<file path="config.mk">
export PLATFORM = sky130hd
export DESIGN_NAME = viterbi_ctrl_flat
export DESIGN_NICKNAME = d
export VERILOG_FILES = /design/src/rtl/viterbi_pkg.sv /design/src/rtl/viterbi_ctrl_if.sv /design/src/rtl/viterbi_addr_cnt.sv /design/src/rtl/viterbi_ctrl.sv /design/src/flat_wrapper.sv
export SDC_FILE = /design/constraint.sdc
export NUM_CORES = 1
export LEC_CHECK = 0
export CAP_MARGIN = 40
export CORE_MARGIN = 4
export CORE_UTILIZATION = 54
export CTS_CLUSTER_DIAMETER = 120
export DETAILED_ROUTE_END_ITERATION = 7
export GPL_TIMING_DRIVEN = 1
export PLACE_DENSITY_LB_ADDON = 0.05
export SYNTH_ARGS = -nofsm -noshare
export SYNTH_HDL_FRONTEND = slang
export SYNTH_HIERARCHICAL = 1
export SYNTH_SLANG_ARGS = --single-unit
</file>
<file path="constraint.sdc">
create_clock -name i_clk -period 6.9 [get_ports i_clk]
set_input_delay 1.38 -clock i_clk [delete_from_list [all_inputs] [get_ports i_clk]]
set_output_delay 1.38 -clock i_clk [all_outputs]
set_load 0.05 [all_outputs]
</file>
<file path="src/rtl/viterbi_pkg.sv">
// Shared types and constants for the Viterbi decoder frame controller.
// Symbol width, trellis size and the controller state encoding live here.
// Build option VITERBI_CTRL_ABORT_EN (used by the interface and top) adds an abort input.
package viterbi_pkg;

  localparam int SYM_W      = 2;
  localparam int NUM_STATES = 4;

  typedef logic [SYM_W-1:0] sym_t;

  typedef enum logic [2:0] {
    ST_IDLE,
    ST_INIT,
    ST_ACS,
    ST_DRAIN,
    ST_TB,
    ST_DONE
  } ctrl_state_e;

endpackage

</file>
<file path="src/rtl/viterbi_ctrl_if.sv">
// Symbol handshake and datapath control bundle for viterbi_ctrl.
// slave modport is the controller side, master modport the source/datapath side.
// Build option VITERBI_CTRL_ABORT_EN adds the i_abort request line.
interface viterbi_ctrl_if #(
  parameter int ADDR_W = 4
);
  import viterbi_pkg::*;

  logic              i_start;
  logic              i_sym_valid;
  sym_t              i_sym;
`ifdef VITERBI_CTRL_ABORT_EN
  logic              i_abort;
`endif
  logic              o_sym_ready;
  sym_t              o_bmu_data;
  logic              o_acs_init;
  logic              o_acs_en;
  logic              o_sm_wr_en;
  logic [ADDR_W-1:0] o_sm_addr;
  logic              o_tb_en;
  logic              o_busy;
  logic              o_done;

  modport slave (
    input  i_start, i_sym_valid, i_sym,
`ifdef VITERBI_CTRL_ABORT_EN
    input  i_abort,
`endif
    output o_sym_ready, o_bmu_data, o_acs_init, o_acs_en, o_sm_wr_en,
    output o_sm_addr, o_tb_en, o_busy, o_done
  );

  modport master (
    output i_start, i_sym_valid, i_sym,
`ifdef VITERBI_CTRL_ABORT_EN
    output i_abort,
`endif
    input  o_sym_ready, o_bmu_data, o_acs_init, o_acs_en, o_sm_wr_en,
    input  o_sm_addr, o_tb_en, o_busy, o_done
  );

endinterface

</file>
<file path="src/rtl/viterbi_addr_cnt.sv">
// Survivor-memory address register with clear, load, up and down controls.
// Registered output, updates one cycle after the control is applied.
// Priority clear > load > up > down; terminal flags are combinational from the register.
module viterbi_addr_cnt #(
  parameter int FRAME_LEN = 16,
  parameter int ADDR_W    = $clog2(FRAME_LEN)
) (
  input  logic              i_clk,
  input  logic              i_rst,
  input  logic              i_clr,
  input  logic              i_load,
  input  logic [ADDR_W-1:0] i_load_val,
  input  logic              i_up,
  input  logic              i_down,
  output logic [ADDR_W-1:0] o_addr,
  output logic              o_tc_zero,
  output logic              o_tc_last
);

  localparam logic [ADDR_W-1:0] LAST_ADDR = ADDR_W'(FRAME_LEN - 1);

  logic [ADDR_W-1:0] r_addr;

  // Address register; the caller gates up/down with the terminal flags so it never wraps.
  always_ff @(posedge i_clk or posedge i_rst) begin
    if (i_rst) begin
      r_addr <= '0;
    end else if (i_clr) begin
      r_addr <= '0;
    end else if (i_load) begin
      r_addr <= i_load_val;
    end else if (i_up) begin
      r_addr <= r_addr + 1'b1;
    end else if (i_down) begin
      r_addr <= r_addr - 1'b1;
    end
  end

  assign o_addr    = r_addr;
  assign o_tc_zero = (r_addr == '0);
  assign o_tc_last = (r_addr == LAST_ADDR);

endmodule

</file>
<file path="src/rtl/viterbi_ctrl.sv">
// Frame sequencer: INIT, symbol accept with ACS/survivor strobes, DRAIN, traceback, DONE.
// Accepted symbol appears on o_bmu_data with its ACS strobe one cycle after the handshake.
// o_sym_ready only in ACS while symbols remain; VITERBI_CTRL_ABORT_EN adds i_abort.
module viterbi_ctrl #(
  parameter int FRAME_LEN = 16,
  parameter int ADDR_W    = $clog2(FRAME_LEN)
) (
  input  logic          i_clk,
  input  logic          i_rst,
  viterbi_ctrl_if.slave bus
);
  import viterbi_pkg::*;

  localparam int                CNT_W    = ADDR_W + 1;
  localparam logic [CNT_W-1:0]  CNT_LAST = CNT_W'(FRAME_LEN - 1);
  localparam logic [CNT_W-1:0]  CNT_END  = CNT_W'(FRAME_LEN);
  localparam logic [ADDR_W-1:0] TB_START = ADDR_W'(FRAME_LEN - 1);

  ctrl_state_e       r_state;
  ctrl_state_e       w_next;
  logic [CNT_W-1:0]  r_cnt;
  sym_t              r_bmu_data;
  logic              r_acs_en;
  logic              w_abort;
  logic              w_sym_ready;
  logic              w_hs;
  logic              w_clr;
  logic              w_load;
  logic              w_up;
  logic              w_down;
  logic [ADDR_W-1:0] w_addr;
  logic              w_tc_zero;
  logic              w_tc_last;

`ifdef VITERBI_CTRL_ABORT_EN
  assign w_abort = bus.i_abort && (r_state != ST_IDLE) && (r_state != ST_DONE);
`else
  assign w_abort = 1'b0;
`endif

  // An abort wins over a same-cycle handshake, so ready is withdrawn with it.
  assign w_sym_ready = (r_state == ST_ACS) && (r_cnt < CNT_END) && !w_abort;
  assign w_hs        = w_sym_ready && bus.i_sym_valid;

  // State register.
  always_ff @(posedge i_clk or posedge i_rst) begin
    if (i_rst) r_state <= ST_IDLE;
    else       r_state <= w_next;
  end

  // Next state and address-counter controls.
  always_comb begin
    w_next = r_state;
    w_clr  = 1'b0;
    w_load = 1'b0;
    w_up   = 1'b0;
    w_down = 1'b0;
    case (r_state)
      ST_IDLE: begin
        if (bus.i_start) w_next = ST_INIT;
      end
      ST_INIT: begin
        w_clr  = 1'b1;
        w_next = ST_ACS;
      end
      ST_ACS: begin
        if (w_hs) begin
          // The first symbol uses the cleared address 0; later ones step it.
          w_up = (r_cnt != '0) && !w_tc_last;
          if (r_cnt == CNT_LAST) w_next = ST_DRAIN;
        end
      end
      ST_DRAIN: begin
        w_load = 1'b1;
        w_next = ST_TB;
      end
      ST_TB: begin
        if (w_tc_zero) begin
          w_clr  = 1'b1;
          w_next = ST_DONE;
        end else begin
          w_down = 1'b1;
        end
      end
      ST_DONE: begin
        w_next = ST_IDLE;
      end
      default: begin
        w_next = ST_IDLE;
      end
    endcase
    if (w_abort) begin
      w_next = ST_IDLE;
      w_clr  = 1'b1;
      w_load = 1'b0;
      w_up   = 1'b0;
      w_down = 1'b0;
    end
  end

  // Symbol counter: cleared at frame start, counts accepted symbols.
  always_ff @(posedge i_clk or posedge i_rst) begin
    if (i_rst)                    r_cnt <= '0;
    else if (r_state == ST_INIT)  r_cnt <= '0;
    else if (w_hs)                r_cnt <= r_cnt + 1'b1;
  end

  // Symbol register and ACS strobe; data holds across valid gaps.
  always_ff @(posedge i_clk or posedge i_rst) begin
    if (i_rst) begin
      r_bmu_data <= '0;
      r_acs_en   <= 1'b0;
    end else begin
      r_acs_en <= w_hs;
      if (w_hs) r_bmu_data <= bus.i_sym;
    end
  end

  viterbi_addr_cnt #(
    .FRAME_LEN (FRAME_LEN),
    .ADDR_W    (ADDR_W)
  ) u_addr_cnt (
    .i_clk      (i_clk),
    .i_rst      (i_rst),
    .i_clr      (w_clr),
    .i_load     (w_load),
    .i_load_val (TB_START),
    .i_up       (w_up),
    .i_down     (w_down),
    .o_addr     (w_addr),
    .o_tc_zero  (w_tc_zero),
    .o_tc_last  (w_tc_last)
  );

  assign bus.o_sym_ready = w_sym_ready;
  assign bus.o_bmu_data  = r_bmu_data;
  assign bus.o_acs_init  = (r_state == ST_INIT);
  assign bus.o_acs_en    = r_acs_en;
  assign bus.o_sm_wr_en  = r_acs_en;
  assign bus.o_sm_addr   = w_addr;
  assign bus.o_tb_en     = (r_state == ST_TB);
  assign bus.o_busy      = (r_state != ST_IDLE);
  assign bus.o_done      = (r_state == ST_DONE);

endmodule

</file>
<file path="src/flat_wrapper.sv">
// flat-port wrapper written by rule: the top's interface ports become plain ports
module viterbi_ctrl_flat import viterbi_pkg::*;
#(
  parameter int FRAME_LEN = 16,
  parameter int ADDR_W    = $clog2(FRAME_LEN)
)
  (i_clk, i_rst, bus_i_start, bus_i_sym_valid, bus_i_sym, bus_o_sym_ready, bus_o_bmu_data, bus_o_acs_init, bus_o_acs_en, bus_o_sm_wr_en, bus_o_sm_addr, bus_o_tb_en, bus_o_busy, bus_o_done);
  viterbi_ctrl_if #(.ADDR_W(ADDR_W)) bus_i ();
  input  logic i_clk;
  input  logic i_rst;
  input wire logic [$bits(bus_i.i_start)-1:0] bus_i_start;
  input wire logic [$bits(bus_i.i_sym_valid)-1:0] bus_i_sym_valid;
  input wire logic [$bits(bus_i.i_sym)-1:0] bus_i_sym;
  output wire logic [$bits(bus_i.o_sym_ready)-1:0] bus_o_sym_ready;
  output wire logic [$bits(bus_i.o_bmu_data)-1:0] bus_o_bmu_data;
  output wire logic [$bits(bus_i.o_acs_init)-1:0] bus_o_acs_init;
  output wire logic [$bits(bus_i.o_acs_en)-1:0] bus_o_acs_en;
  output wire logic [$bits(bus_i.o_sm_wr_en)-1:0] bus_o_sm_wr_en;
  output wire logic [$bits(bus_i.o_sm_addr)-1:0] bus_o_sm_addr;
  output wire logic [$bits(bus_i.o_tb_en)-1:0] bus_o_tb_en;
  output wire logic [$bits(bus_i.o_busy)-1:0] bus_o_busy;
  output wire logic [$bits(bus_i.o_done)-1:0] bus_o_done;
  assign bus_i.i_start = bus_i_start;
  assign bus_i.i_sym_valid = bus_i_sym_valid;
  assign bus_i.i_sym = bus_i_sym;
  assign bus_o_sym_ready = bus_i.o_sym_ready;
  assign bus_o_bmu_data = bus_i.o_bmu_data;
  assign bus_o_acs_init = bus_i.o_acs_init;
  assign bus_o_acs_en = bus_i.o_acs_en;
  assign bus_o_sm_wr_en = bus_i.o_sm_wr_en;
  assign bus_o_sm_addr = bus_i.o_sm_addr;
  assign bus_o_tb_en = bus_i.o_tb_en;
  assign bus_o_busy = bus_i.o_busy;
  assign bus_o_done = bus_i.o_done;
  viterbi_ctrl #(.FRAME_LEN(FRAME_LEN), .ADDR_W(ADDR_W)) u_core (.i_clk(i_clk), .i_rst(i_rst), .bus(bus_i));
endmodule
</file>
# [Yosys cells after proc, flatten, opt, wreduce, memory -nomap -nowiden]
# Cells that the tools add are included.
[totals] word_cells=49 inputBits=6 ramBits=0 output_inout_bits=13 reg_bits=15 rom_bits=0 latch_bits=0 memories=0
[op_classes] n_addsub=3 div_mod_pow=0 mux=18 n_eq_ne=11 reduce_logical=11 multipliers=0 n_lt_le_gt_ge=1 shift=0 n_bitwise=0
[ops] operator="4-bit two-way mux" count=4
[ops] operator="3-bit one-hot mux with 5 select lines" count=1
[ops] operator="3-bit two-way mux" count=4
[ops] operator="5-bit two-way mux" count=2
[ops] operator="3-bit by 2-bit equality test with 1-bit output, second input constant" count=2
[ops] operator="3-bit equality test, second input constant" count=2
[ops] operator="1-bit two-way mux" count=6
[ops] operator="5-bit by 1-bit adder with 5-bit output, second input constant" count=1
[ops] operator="5-bit by 4-bit equality test with 1-bit output, second input constant" count=1
[ops] operator="5-bit less-than comparator, second input constant" count=1
[ops] operator="5-bit nonzero test" count=1
[ops] operator="4-bit by 1-bit adder with 4-bit output, second input constant" count=1
[ops] operator="4-bit equality test, second input constant" count=1
[ops] operator="4-bit zero test" count=1
[ops] operator="2-bit by 1-bit != test with 1-bit output, second input constant" count=2
[ops] operator="2-bit != test, second input constant" count=2
[ops] operator="4-bit AND reduction" count=1
[ops] operator="4-bit nonzero test" count=1
[ops] operator="4-bit by 1-bit subtractor with 4-bit output, second input constant" count=1
[ops] operator="3-bit by 1-bit equality test with 1-bit output, second input constant" count=1
[ops] operator="1-bit logical AND" count=3
[ops] operator="3-bit zero test" count=1
[ops] operator="3-bit nonzero test" count=1
[ops] operator="1-bit one-hot mux with 2 select lines" count=1
[ops] operator="other kinds (2)" count=2

# [Longest topological paths before layout]
# Gate-level depths: netlist of run 1.
[depth] word_depth=8 mapped_depth=10 mapped_depth_nobuf=10

# [Cells and area by module]
# The synthesis of run 1 kept the hierarchy.
[modules_own_cells] module="viterbi_ctrl" area_per_inst_um2=648.1 seq_area_each_um2=275.3 n_inst=1 cells_each=63
[modules_own_cells] module="viterbi_addr_cnt" area_per_inst_um2=340.3 seq_area_each_um2=100.1 n_inst=1 cells_each=36

# [Worst setup path before layout of run 1]
# OpenSTA, ideal clock, no wires.
[synth_timing] kind="register to register" from="register u_core.r_state[2]" to="register u_core.u_addr_cnt.r_addr[3], in the netlist u_core/u_addr_cnt/o_addr[3]" synth_period_minus_slack_ns=3.246 slack_ns=3.654 n_path_buf=1 setup_ns=0.111 t_required_ns=6.789 stages_incl_launch_ff=11 arrival_ns=3.134 cell_sequence="dfrtp_1 buf_4 nor4b_4 nand2_2 nor3_1 inv_1 ha_1 a211oi_2 o211ai_2 mux2i_1 a2111oi_2"
[synth_via] elab_chain_cells=8 word_cells_on_any_way=15 cone_classes="eq/ne: 4; mux: 8; reduce/logical: 3"
[synth_rtl] element="from (decl)" line_no="viterbi_ctrl.sv:19" rtl="ctrl_state_e r_state;"
[synth_rtl] element="from (signal assigned)" line_no="viterbi_ctrl.sv:48" rtl="else r_state <= w_next;"
[synth_rtl] element="3-bit by 2-bit equality test with 1-bit output (*)" line_no="viterbi_ctrl.sv:42" rtl="assign w_sym_ready = (r_state == ST_ACS) && (r_cnt < CNT_END) && !w_abort;"
[synth_rtl] element="1-bit logical AND (*)" line_no="viterbi_ctrl.sv:42"
[synth_rtl] element="named net bus_o_sym_ready" line_no="flat_wrapper.sv:14" rtl="output wire logic [$bits(bus_i.o_sym_ready)-1:0] bus_o_sym_ready;"
[synth_rtl] element="1-bit logical AND (*)" line_no="viterbi_ctrl.sv:43" rtl="assign w_hs = w_sym_ready && bus.i_sym_valid;"
[synth_rtl] element="1-bit two-way mux (*)" line_no="viterbi_ctrl.sv:67" rtl="if (w_hs) begin"
[synth_rtl] element="1-bit two-way mux (*)" line_no="viterbi_ctrl.sv:58" rtl="case (r_state)"
[synth_rtl] element="named net u_core.w_up" line_no="viterbi_ctrl.sv:29" rtl="logic w_up;"
[synth_rtl] element="4-bit two-way mux" line_no="viterbi_addr_cnt.sv:32" rtl="end else if (i_up) begin"
[synth_rtl] element="4-bit two-way mux" line_no="viterbi_addr_cnt.sv:30" rtl="end else if (i_load) begin"
[synth_rtl] element="4-bit two-way mux" line_no="viterbi_addr_cnt.sv:28" rtl="end else if (i_clr) begin"
[synth_rtl] element="to (signal assigned)" line_no="viterbi_addr_cnt.sv:31" rtl="r_addr <= i_load_val;"
[synth_rtl] element="to (signal assigned)" line_no="viterbi_addr_cnt.sv:33" rtl="r_addr <= r_addr + 1'b1;"
[synth_rtl] element="to (signal assigned)" line_no="viterbi_addr_cnt.sv:35" rtl="r_addr <= r_addr - 1'b1;"
[synth_rtl] element="to (decl)" line_no="viterbi_addr_cnt.sv:22" rtl="logic [ADDR_W-1:0] r_addr;"
# Mark *: on every way through the listed nets, which the timed path passes. The rest lies on a longest branch.
# A chain may end at the register's enable or synchronous reset.

# [Worst setup path after layout of run 1]
[layout_timing] from="input port bus_i_sym_valid" to="register u_core.u_addr_cnt.r_addr[3], in the netlist u_core/u_addr_cnt/o_addr[3]"
[layout_via] elab_chain_cells=6 word_cells_on_any_way=7 cone_classes="mux: 5; reduce/logical: 2"
[layout_rtl] element="from (decl)" line_no="flat_wrapper.sv:12" rtl="input wire logic [$bits(bus_i.i_sym_valid)-1:0] bus_i_sym_valid;"
[layout_rtl] element="1-bit logical AND (*)" line_no="viterbi_ctrl.sv:43"
[layout_rtl] element="1-bit two-way mux (*)" line_no="viterbi_ctrl.sv:67"
[layout_rtl] element="1-bit two-way mux (*)" line_no="viterbi_ctrl.sv:58"
[layout_rtl] element="named net u_core.w_up" line_no="viterbi_ctrl.sv:29"
[layout_rtl] element="4-bit two-way mux" line_no="viterbi_addr_cnt.sv:32"
[layout_rtl] element="4-bit two-way mux" line_no="viterbi_addr_cnt.sv:30"
[layout_rtl] element="4-bit two-way mux" line_no="viterbi_addr_cnt.sv:28"
# Marks and branches as above.

==> impl_results.md, run 1 <==
- HP Class: reg -> reg
- Total Power: 0.6160 mW
- Max-slew violations: 0
- ANT nets after route: 0
- Vias in the first global route: 803
- Relative slew slack: 57.86%
- Required time worst endpoint: 7.08 ns
- CP max-delay cell: clkdlybuf4s50_1
- Ys flop type: dfrtp_1
- Total CTS buffers: 3
- Wire length on met2: 979 um
- Crit path kind: in -> reg
- Placement Setup Slack: 2.866 ns
- FP Rows: 15
- PwrDens: 512.3 mW/mm^2
- Yosys cell types: 42
- Input/output buffers: 18
- Share of post-route cells with drive strength above 1: 15.97%
- Hold-fix buffers at CTS: 0
- Main area contributors after synthesis: dfrtp_1, mux2i_1, ha_1
- Chip width: 50.79 um
- Final period utilization: 54.75%
- Total wire length: 1913 um
- Post-synth top cells: dfrtp_1, nor2_1, inv_1
- Filler Cells Inserted: 143
- Avg Vias per Cell: 5.250
- Post-CTS resize count: 0
- GPL Wtd Cong: 0.9006
- Final hold violation count: 0
- Final setup vio count: 0
- Yosys warning count: 6
- Starting Density: 57.25%
- Maximum number of pins on one net before global-route repair: 12
- Highest metal used: met4
- Clk slew on worst S/H paths: 0.09 ns
- Final setup TNS: 0 ns
- Cell count after synthesis: 99
- Worst setup SP type: primary input
- RSZ-0062 raised after global routing: no
- Clock sink count: 15
- Worst slew pin tran: 0.6298 ns
- Static leakage: 0.5737 nW
- Clk root buf: clkbuf_4
- Critical-path cell list: clkdlybuf4s50_1, nand2_2, nor3_1, inv_1, ha_1, a211oi_2, o211ai_2, mux2i_1, a2111oi_2
- Routed vias: 756
- Antenna diodes: 0
- Finished Cell Area: 0.001202 mm^2
- Cell Area, Placed: 0.001176 mm^2
- Worst-Skew Late Latency: 0.28 ns
- Post-synth top area share: 37.97%
- CP Buf/Inv Count: 2
- Postcts setup bufs: 0
- Asr flop ratio synth: 100.0%
- All-layer global routing usage: 18.05%
- Global route overflow: 0
- # IOs: 19
- Hold slack: 0.5246 ns
- Die height: 50.79 um
- Minimum clock period: 3.778 ns
- TritonRoute pass-1 iters: 4
- Crit-path leading delay family: compound AO/OA/AOI/OAI gates
- Wl on met1: 856 um
- Post-synth EDFFs: 0
- Syn Area/Cell: 9.984 um^2
- Mapped Area: 988.4 um^2
- Clock Path Buffers: 2
- Final worst slack: 3.122 ns
- Max cap viols: 0
- Clock Skew: 0.003437 ns
- DRC: 0
- Worst setup EP type: register
- Core area: 0.001727 mm^2
- Peak supply drop: 0.3048 mV
- Slowest stage delay, CP: 0.53 ns
- Final net count: 132
- Outcome: completed
- Max FO, Critical Path: 7
- First-pass GRT wire length: 3512 um
- Post-synth top area cell: dfrtp_1
- DP HPWL: 1477 um
- Routed wire length on met3: 62 um
- Fmax: 0.2647 GHz
- Yosys reg bits: 15
- CTS tree: done
- Initial antenna violation count: 0
- Die area: 0.002579 mm^2
- Seq/Total Area, Yosys: 37.97%
- Area grow syn2layout: 21.65%
- Initial drt markers: 10
- Wire length per cell: 13.28 um
- Worst Path Arrival: 3.96 ns
- Depth of the CTS H-tree: 1
- Cell with the most instances after synthesis: dfrtp_1
-- stage by stage --
step / cells / util (%)
2_1_floorplan: 102 / -
5_1_grt: 144 / 69.64
3_5_place_dp: 140 / 68.12
6_report: 144 / 69.64
4_1_cts: 144 / 69.64
3_3_place_gp: 140 / 68.12
-- flip-flops by register name (all words and copies together), names as in the netlist --
register / count
u_core/bus.o_bmu_data: 2
u_core/bus.o_acs_en: 1
u_core/r_cnt: 5
u_core/r_state: 3
u_core/u_addr_cnt/o_addr: 4
-- cell usage in the layout (no fill, tap or decap), types with 2 or more instances in the layout --
master / netlist / final
clkbuf_4: 0 / 3
clkdlybuf4s50_1: 0 / 18
conb_1: 1 / 4
dfrtp_1: 15 / 15
ha_1: 5 / 5
inv_1: 9 / 9
mux2_2: 3 / 3
mux2i_1: 7 / 7
nand2_1: 8 / 8
nor2_1: 11 / 11
nor3_1: 3 / 3
o21ai_0: 3 / 3
xnor2_1: 2 / 2
-- power by group --
| group | switching (mW) | internal [mW] | total, mW |
|---|---|---|---|
| combinational | 0.233 | 0.158 | 0.390 |
| clock | 0.0283 | 0.0224 | 0.0507 |
| sequential | 0.0499 | 0.125 | 0.175 |
-- metal layers --
layer  GRT usage (%)  vias to the layer above
li1                -                      370
met2           31.30                       14
met5               0                        -
met4           5.381                        0
met1           22.35                      370
met3           3.858                        2
-- worst register-to-register path, delay by kind of cell (launching register included) --
family	cells	cell delay, ns
flip-flops	1	0.50
buffers and inverters	1	0.20
multiplexers	1	0.15
adder cells (fa/ha/maj)	1	0.35
AO/OA/AOI/OAI	3	0.78
AND/OR/NAND/NOR	3	1.00
-- final cells by class --
type / count / area (um^2) / share of cell area [%]
clock buffer: 4 / 26.28 / 2.185
inverter: 10 / 42.54 / 3.538
multi-input combinational: 72 / 546.8 / 45.47
sequential: 15 / 375.4 / 31.22
tap: 25 / 31.28 / 2.601
timing repair buffer: 18 / 180.2 / 14.98
-- path summary, 6_finish.rpt --
path                                           from                          end  slack [ns]  cells past startpoint
min                        u_core/bus.o_bmu_data[0]     u_core/bus.o_bmu_data[0]        0.52                      1
max in group asynchronous                     i_rst            u_core/r_state[1]        5.18                      2
max reg2reg                       u_core/r_state[2]  u_core/u_addr_cnt/o_addr[3]        3.83                      9
min in group asynchronous                     i_rst  u_core/u_addr_cnt/o_addr[3]        1.30                      2
max                                 bus_i_sym_valid  u_core/u_addr_cnt/o_addr[3]        3.12                      9
min reg2reg                u_core/bus.o_bmu_data[0]     u_core/bus.o_bmu_data[0]        0.52                      1
-- cells by family (layout without fill, tap and decap cells) --
family	Yosys count	count (layout)	synth area share (%)
other	1	4	0.3794
flip-flops	15	15	37.97
AO/OA/AOI/OAI	9	9	7.594
buffers and inverters	15	32	7.847
adder cells (fa/ha/maj)	6	6	8.355
AND/OR/NAND/NOR	39	39	23.17
multiplexers	11	11	12.02
XOR/XNOR	3	3	2.659
Power figures use the tool's default switching activity.
==> run 2: changes to the inputs <==
--- a/config.mk
+++ b/config.mk
@@ -7,7 +7,7 @@
 export LEC_CHECK = 0
 export CAP_MARGIN = 40
 export CORE_MARGIN = 4
-export CORE_UTILIZATION = 54
+export CORE_UTILIZATION = 50
 export CTS_CLUSTER_DIAMETER = 120
 export DETAILED_ROUTE_END_ITERATION = 7
 export GPL_TIMING_DRIVEN = 1
==> constraint.sdc (replaced) <==
create_clock -name i_clk -period 3.5 [get_ports i_clk]
set_input_delay 0.7 -clock i_clk [delete_from_list [all_inputs] [get_ports i_clk]]
set_output_delay 0.7 -clock i_clk [all_outputs]
set_load 0.05 [all_outputs]
==> run 2 against run 1 <==
Clock power grew 93%. Design area rose by 0.62%. Cell count up 0.69%. First-iteration DRC count is 50% lower. Critical path type is now reg -> out. Critical endpoint is now bus_o_acs_init. Largest cell class unchanged.
==> impl_results.md, run 2 (synthesis gave the netlist of run 1 again) <==
- Final setup vio count: 0 (unchanged)
- DRC: 0 (unchanged)
- Starting Density: 54.86% (-2.4 points)
- Worst-Skew Late Latency: 0.28 ns (about the same)
- FP Rows: 15 (unchanged)
- Final net count: 133 (+0.76%)
- CTS tree: done
- Initial drt markers: 5 (-5)
- Core area: 0.001802 mm^2 (+4.3%)
- Postcts setup bufs: 0 (unchanged)
- Area grow syn2layout: 22.41%
- Commonest non-fill, non-tap cell in the layout: clkdlybuf4s50_1
- Depth of the CTS H-tree: 1 (unchanged)
- Share of post-route cells with drive strength above 1: 16.67% (+0.70 points)
- DP HPWL: 1514 um (+2.5%)
- Outcome: completed
- # IOs: 19 (unchanged)
- Static leakage: 0.5780 nW (+0.75%)
- Worst setup EP type: primary output
- FF-to-FF End: u_core/u_addr_cnt/o_addr[3]
- HP Class: reg -> reg
- Input/output buffers: 18 (unchanged)
- Clk root buf: clkbuf_4
- Most frequent cells in the layout: clkdlybuf4s50_1, dfrtp_1, nor2_1
- Final period utilization: 84.94%
- Clk slew on worst S/H paths: 0.09 ns (about the same)
- Worst reg2reg path depth: 9 (unchanged)
- RSZ-0062 raised after global routing: no
- Wire length per cell: 13.61 um (+2.4%)
- Avg Vias per Cell: 5.166 (-1.6%)
- Minimum clock period: 2.973 ns
- Antenna diodes: 0 (unchanged)
- Vias in the first global route: 785 (-2.2%)
- Crit path kind: reg -> out
- Chip width: 52.46 um (+3.3%)
- Final setup TNS: 0 ns (unchanged)
- Relative slew slack: 61.25% (+3.4 points)
- Worst reg2reg setup slack: 0.58 ns (-3.25 ns)
- Max-slew violations: 0 (unchanged)
- Worst Path Arrival: 2.27 ns (-1.69 ns)
- PwrDens: 1012 mW/mm^2 (+97%)
- First-pass GRT wire length: 3546 um (+0.97%)
- Peak supply drop: 0.5118 mV (+68%)
- Required time worst endpoint: 2.80 ns (-4.28 ns)
- Die area: 0.002752 mm^2 (+6.7%)
- TritonRoute pass-1 iters: 4 (unchanged)
- Clock Path Buffers: 2 (unchanged)
- Worst Hold Depth: 1 (unchanged)
- Maximum number of pins on one net before global-route repair: 12 (unchanged)
- Total CTS buffers: 3 (unchanged)
- ANT nets after route: 0 (unchanged)
- Die height: 52.46 um (+3.3%)
- All-layer global routing usage: 17.74% (-0.31 points)
- Hold-fix buffers at CTS: 0 (unchanged)
- Total Power: 1.224 mW (+99%)
- Final hold violation count: 0 (unchanged)
- Reg2reg start: u_core/r_state[2]
- Most flops, register: u_core/r_cnt
- Worst setup SP type: register
- Clock Skew: 0.004147 ns (+0.0007105 ns)
- Worst slew pin tran: 0.5791 ns (-0.05068 ns)
- Fmax: 0.3364 GHz
- Initial antenna violation count: 0 (unchanged)
- Total wire length: 1973 um (+3.1%)
- Clock sink count: 15 (unchanged)
- Post-CTS resize count: 0 (unchanged)
- GPL Wtd Cong: 0.8694 (-3.5%)
- Global route overflow: 0 (unchanged)
- Worst Hold End: u_core/bus.o_bmu_data[1]
- Hold Startpoint: u_core/bus.o_bmu_data[1]
- Max cap viols: 0 (unchanged)
- Largest register FFs: 5 (unchanged)
- Routed vias: 749 (-0.93%)
- Max FO, Critical Path: 10 (+3)
run 2: per-layer routing:
layer  part of all wire, %  track usage (%)  vias to the layer above
met3                   3.7            3.704                        0
met2                    48            27.89                       16
met5                     0                0                        -
li1                      -                -                      376
met1                    48            23.77                      357
met4                     0            6.383                        0
run 2: worst max-delay path by stage:
| stage | startpoint | to | slack (ns) |
|---|---|---|---|
| after floorplan | u_core/r_state[2] | u_core/u_addr_cnt/o_addr[3] | 0.25 |
| after global placement | bus_i_sym_valid | u_core/u_addr_cnt/o_addr[3] | 0.36 |
| after detailed placement | bus_i_sym_valid | u_core/u_addr_cnt/o_addr[3] | 0.25 |
| after CTS | u_core/r_state[2] | bus_o_acs_init | 0.51 |
| after global routing | u_core/r_state[2] | u_core/u_addr_cnt/o_addr[3] | 0.27 |
| final | u_core/r_state[2] | bus_o_acs_init | 0.53 |
run 2: cell type report:
class                      count  area (um^2)
tap                           25        31.28
sequential                    15        375.4
inverter                      10        42.54
fill                         178        591.8
multi-input combinational     72        546.8
timing repair buffer          19        187.7
clock buffer                   4        26.28
run 2: critical path, stage by stage (launching register included):
cell and delay, ns:
dfrtp_1 0.51, or3b_1 0.57, inv_6 0.11, clkdlybuf4s50_1 0.81
run 2: through the flow:
step | utilization (%) | cells | worst slack, ns | hold slack (ns) | cell area [um^2]
floorplan | - | 102 | 0.2543 | 0.4661 | 999.7
global placement | 65.69 | 141 | 0.3630 | 0.4893 | 1184
detailed placement | 65.69 | 141 | 0.2457 | 0.4980 | 1184
CTS | 67.15 | 145 | 0.5143 | 0.5196 | 1210
global route | 67.15 | 145 | 0.2670 | 0.5446 | 1210
finish | 67.15 | 145 | 0.5271 | 0.5165 | 1210
run 2: where the power goes:
part	switching [mW]	internal, mW	total, mW
clock network	0.0535	0.0442	0.0977
registers	0.101	0.247	0.347
logic	0.463	0.316	0.779
total	0.617	0.607	1.22
==> run 3: changes to the inputs <==
==> constraint.sdc (replaced) <==
create_clock -name i_clk -period 2.75 [get_ports i_clk]
set_input_delay 0.55 -clock i_clk [delete_from_list [all_inputs] [get_ports i_clk]]
set_output_delay 0.55 -clock i_clk [all_outputs]
set_load 0.05 [all_outputs]
==> run 3 against run 2 <==
Global-route usage decreased by 1.6 points. Worst setup slack worse by 0.38 ns. Sequential share of layout area shrank 0.96 points. Highest routed layer unchanged. Largest cell class unchanged. Wire length fell by 6.3%. Cell count stayed put. Flip-flop and latch count unchanged. Non-clock buffer count unchanged. Hold slack worse by 0.039 ns. Die area unchanged. Register-to-register slack worse by 0.26 ns.
==> impl_results.md, run 3 (synthesis gave the netlist of run 1 again) <==
- Vias in the first global route: 731 (-6.9%)
- GPL Wtd Cong: 0.8407 (-3.3%)
- Minimum clock period: 2.604 ns
- Outcome: completed
- Core area: 0.001802 mm^2 (unchanged)
- Starting Density: 54.86% (unchanged)
- Final period utilization: 94.70%
- First-pass GRT wire length: 3298 um (-7.0%)
- # IOs: 19 (unchanged)
- Total wire length: 1848 um (-6.3%)
- Die height: 52.46 um (unchanged)
- Hold-fix buffers at CTS: 0 (unchanged)
- Wire length per cell: 12.74 um (-6.3%)
- Final setup vio count: 0 (unchanged)
- Fmax: 0.3840 GHz
- DRC: 0 (unchanged)
- Max FO, Critical Path: 10 (unchanged)
- Share of post-route cells with drive strength above 1: 21.67% (+5.0 points)
- Input/output buffers: 18 (unchanged)
- Area grow syn2layout: 26.33%
- Chip width: 52.46 um (unchanged)
- Placed cells: 141 (unchanged)
- Final hold violation count: 0 (unchanged)
- Most frequent cells in the layout: clkdlybuf4s50_1, dfrtp_1, nor2_1
- Relative slew slack: 59.99% (-1.3 points)
- Slowest stage delay, CP: 0.87 ns (+0.06 ns)
- ANT nets after route: 0 (unchanged)
- Antenna diodes: 0 (unchanged)
- RSZ-0062 raised after global routing: no
- Max-slew violations: 0 (unchanged)
- Depth of the CTS H-tree: 1 (unchanged)
- Total CTS buffers: 3 (unchanged)
- Max cap viols: 0 (unchanged)
- Final setup TNS: 0 ns (unchanged)
- Worst-Skew Late Latency: 0.27 ns (about the same)
- Most flops, register: u_core/r_cnt
- HP Class: in -> async
- Worst setup EP type: primary output
- Clock Skew: 0.002070 ns (-0.002077 ns)
- Required time worst endpoint: 2.20 ns (-0.60 ns)
- CP max-delay cell: clkdlybuf4s50_1
- Final net count: 133 (unchanged)
- Die area: 0.002752 mm^2 (unchanged)
- TritonRoute pass-1 iters: 4 (unchanged)
- Initial antenna violation count: 0 (unchanged)
- CP Buf/Inv Count: 1 (-1)
- Final non-filler cell total: 145 (unchanged)
- Avg Vias per Cell: 5.076 (-1.7%)
- Critical-path cell list: nor4b_4, clkdlybuf4s50_1
- All-layer global routing usage: 16.18% (-1.6 points)
- Finished Cell Area: 0.001249 mm^2 (+3.2%)
- Worst Path Arrival: 2.05 ns (-0.22 ns)
- FP Rows: 15 (unchanged)
- Clk slew on worst S/H paths: 0.09 ns (about the same)
- CTS tree: done
- DP HPWL: 1487 um (-1.8%)
- Cell Area, Placed: 0.001222 mm^2 (+3.3%)
- Commonest non-fill, non-tap cell in the layout: clkdlybuf4s50_1
- Worst slew pin tran: 0.5918 ns (+0.01271 ns)
- Routed vias: 736 (-1.7%)
- Post-CTS resize count: 0 (unchanged)
- Clock Path Buffers: 2 (unchanged)
- Total area of sequential cells: 375.4 um^2 (unchanged)
- Largest register FFs: 5 (unchanged)
- Clk root buf: clkbuf_4
- Filler Cells Inserted: 165 (-7.3%)
- Peak supply drop: 0.7226 mV (+41%)
- Area of the multi-input gates: 590.6 um^2 (+8.0%)
- Crit path kind: reg -> out
- Static leakage: 0.5855 nW (+1.3%)
- Postcts setup bufs: 0 (unchanged)
- Worst setup SP type: register
- Crit-path leading delay family: buffers and inverters
- Maximum number of pins on one net before global-route repair: 12 (unchanged)
- Clock sink count: 15 (unchanged)
- Initial drt markers: 8 (+3)
- PwrDens: 1296 mW/mm^2 (+28%)
- Global route overflow: 0 (unchanged)
[run 3: cell types whose count changed in the layout (fill, tap and decap cells not counted), moves of 2 or more]
cell	delta
buf_4	+2
clkdlybuf4s50_1	-2
ha_1	-2
ha_4	+2
[run 3: final timing paths]
check | start | endpoint | slack (ns) | depth (start not counted)
setup / recovery | u_core/r_state[2] | bus_o_sym_ready | 0.15 | 2
hold / removal | i_rst | u_core/u_addr_cnt/o_addr[1] | 0.48 | 2
setup reg to reg | u_core/r_state[2] | u_core/u_addr_cnt/o_addr[3] | 0.32 | 9
hold reg to reg | u_core/bus.o_bmu_data[0] | u_core/bus.o_bmu_data[0] | 0.51 | 1
max in group asynchronous | i_rst | u_core/r_cnt[0] | 1.86 | 2
min in group i_clk | u_core/bus.o_bmu_data[0] | u_core/bus.o_bmu_data[0] | 0.51 | 1
[run 3: per-stage QoR]
step / setup WS, ns / total power [mW] / utilization [%] / hold WS [ns]
final: 0.1458 / 1.618 / 69.31 / 0.4774
after global routing: 0.06392 / 1.738 / 69.31 / 0.5157
after CTS: 0.1263 / 1.635 / 69.31 / 0.4732
after detailed placement: 0.1546 / 1.507 / 67.85 / 0.4954
after global placement: 0.2036 / 1.480 / 67.85 / 0.4886
after floorplan: -0.1258 / 1.257 / - / 0.3161
[run 3: power breakdown]
part / internal, mW / switching, mW / leakage (nW)
sequential: 0.314 / 0.134 / 0.193
clock: 0.0561 / 0.0686 / 0.0150
combinational: 0.440 / 0.605 / 0.377
total: 0.810 / 0.808 / 0.585
[run 3: worst register-to-register path: stages (launching register included)]
cell and delay, ns:
dfrtp_1 0.51, nor4b_4 0.40, nand2_2 0.12, nor3_4 0.25, inv_2 0.12, ha_4 0.23, a211oi_4 0.23, o211ai_2 0.11
mux2i_1 0.15, a2111oi_2 0.21
[run 3: final cells by class]
type / count / area share, %
clock buffers: 4 / 2.104
inverters: 10 / 3.407
multi-input cells: 72 / 47.29
flip-flops and latches: 15 / 30.06
well taps: 25 / 2.505
repair buffers: 19 / 14.63
[run 3: per-layer routing]
layer	global-route usage [%]	part of all wire [%]	vias to the layer above
met5	0	0	-
met4	2.553	0	0
met3	3.989	4.1	0
met2	26.45	50	12
met1	21.90	46	351
li1	-	-	373
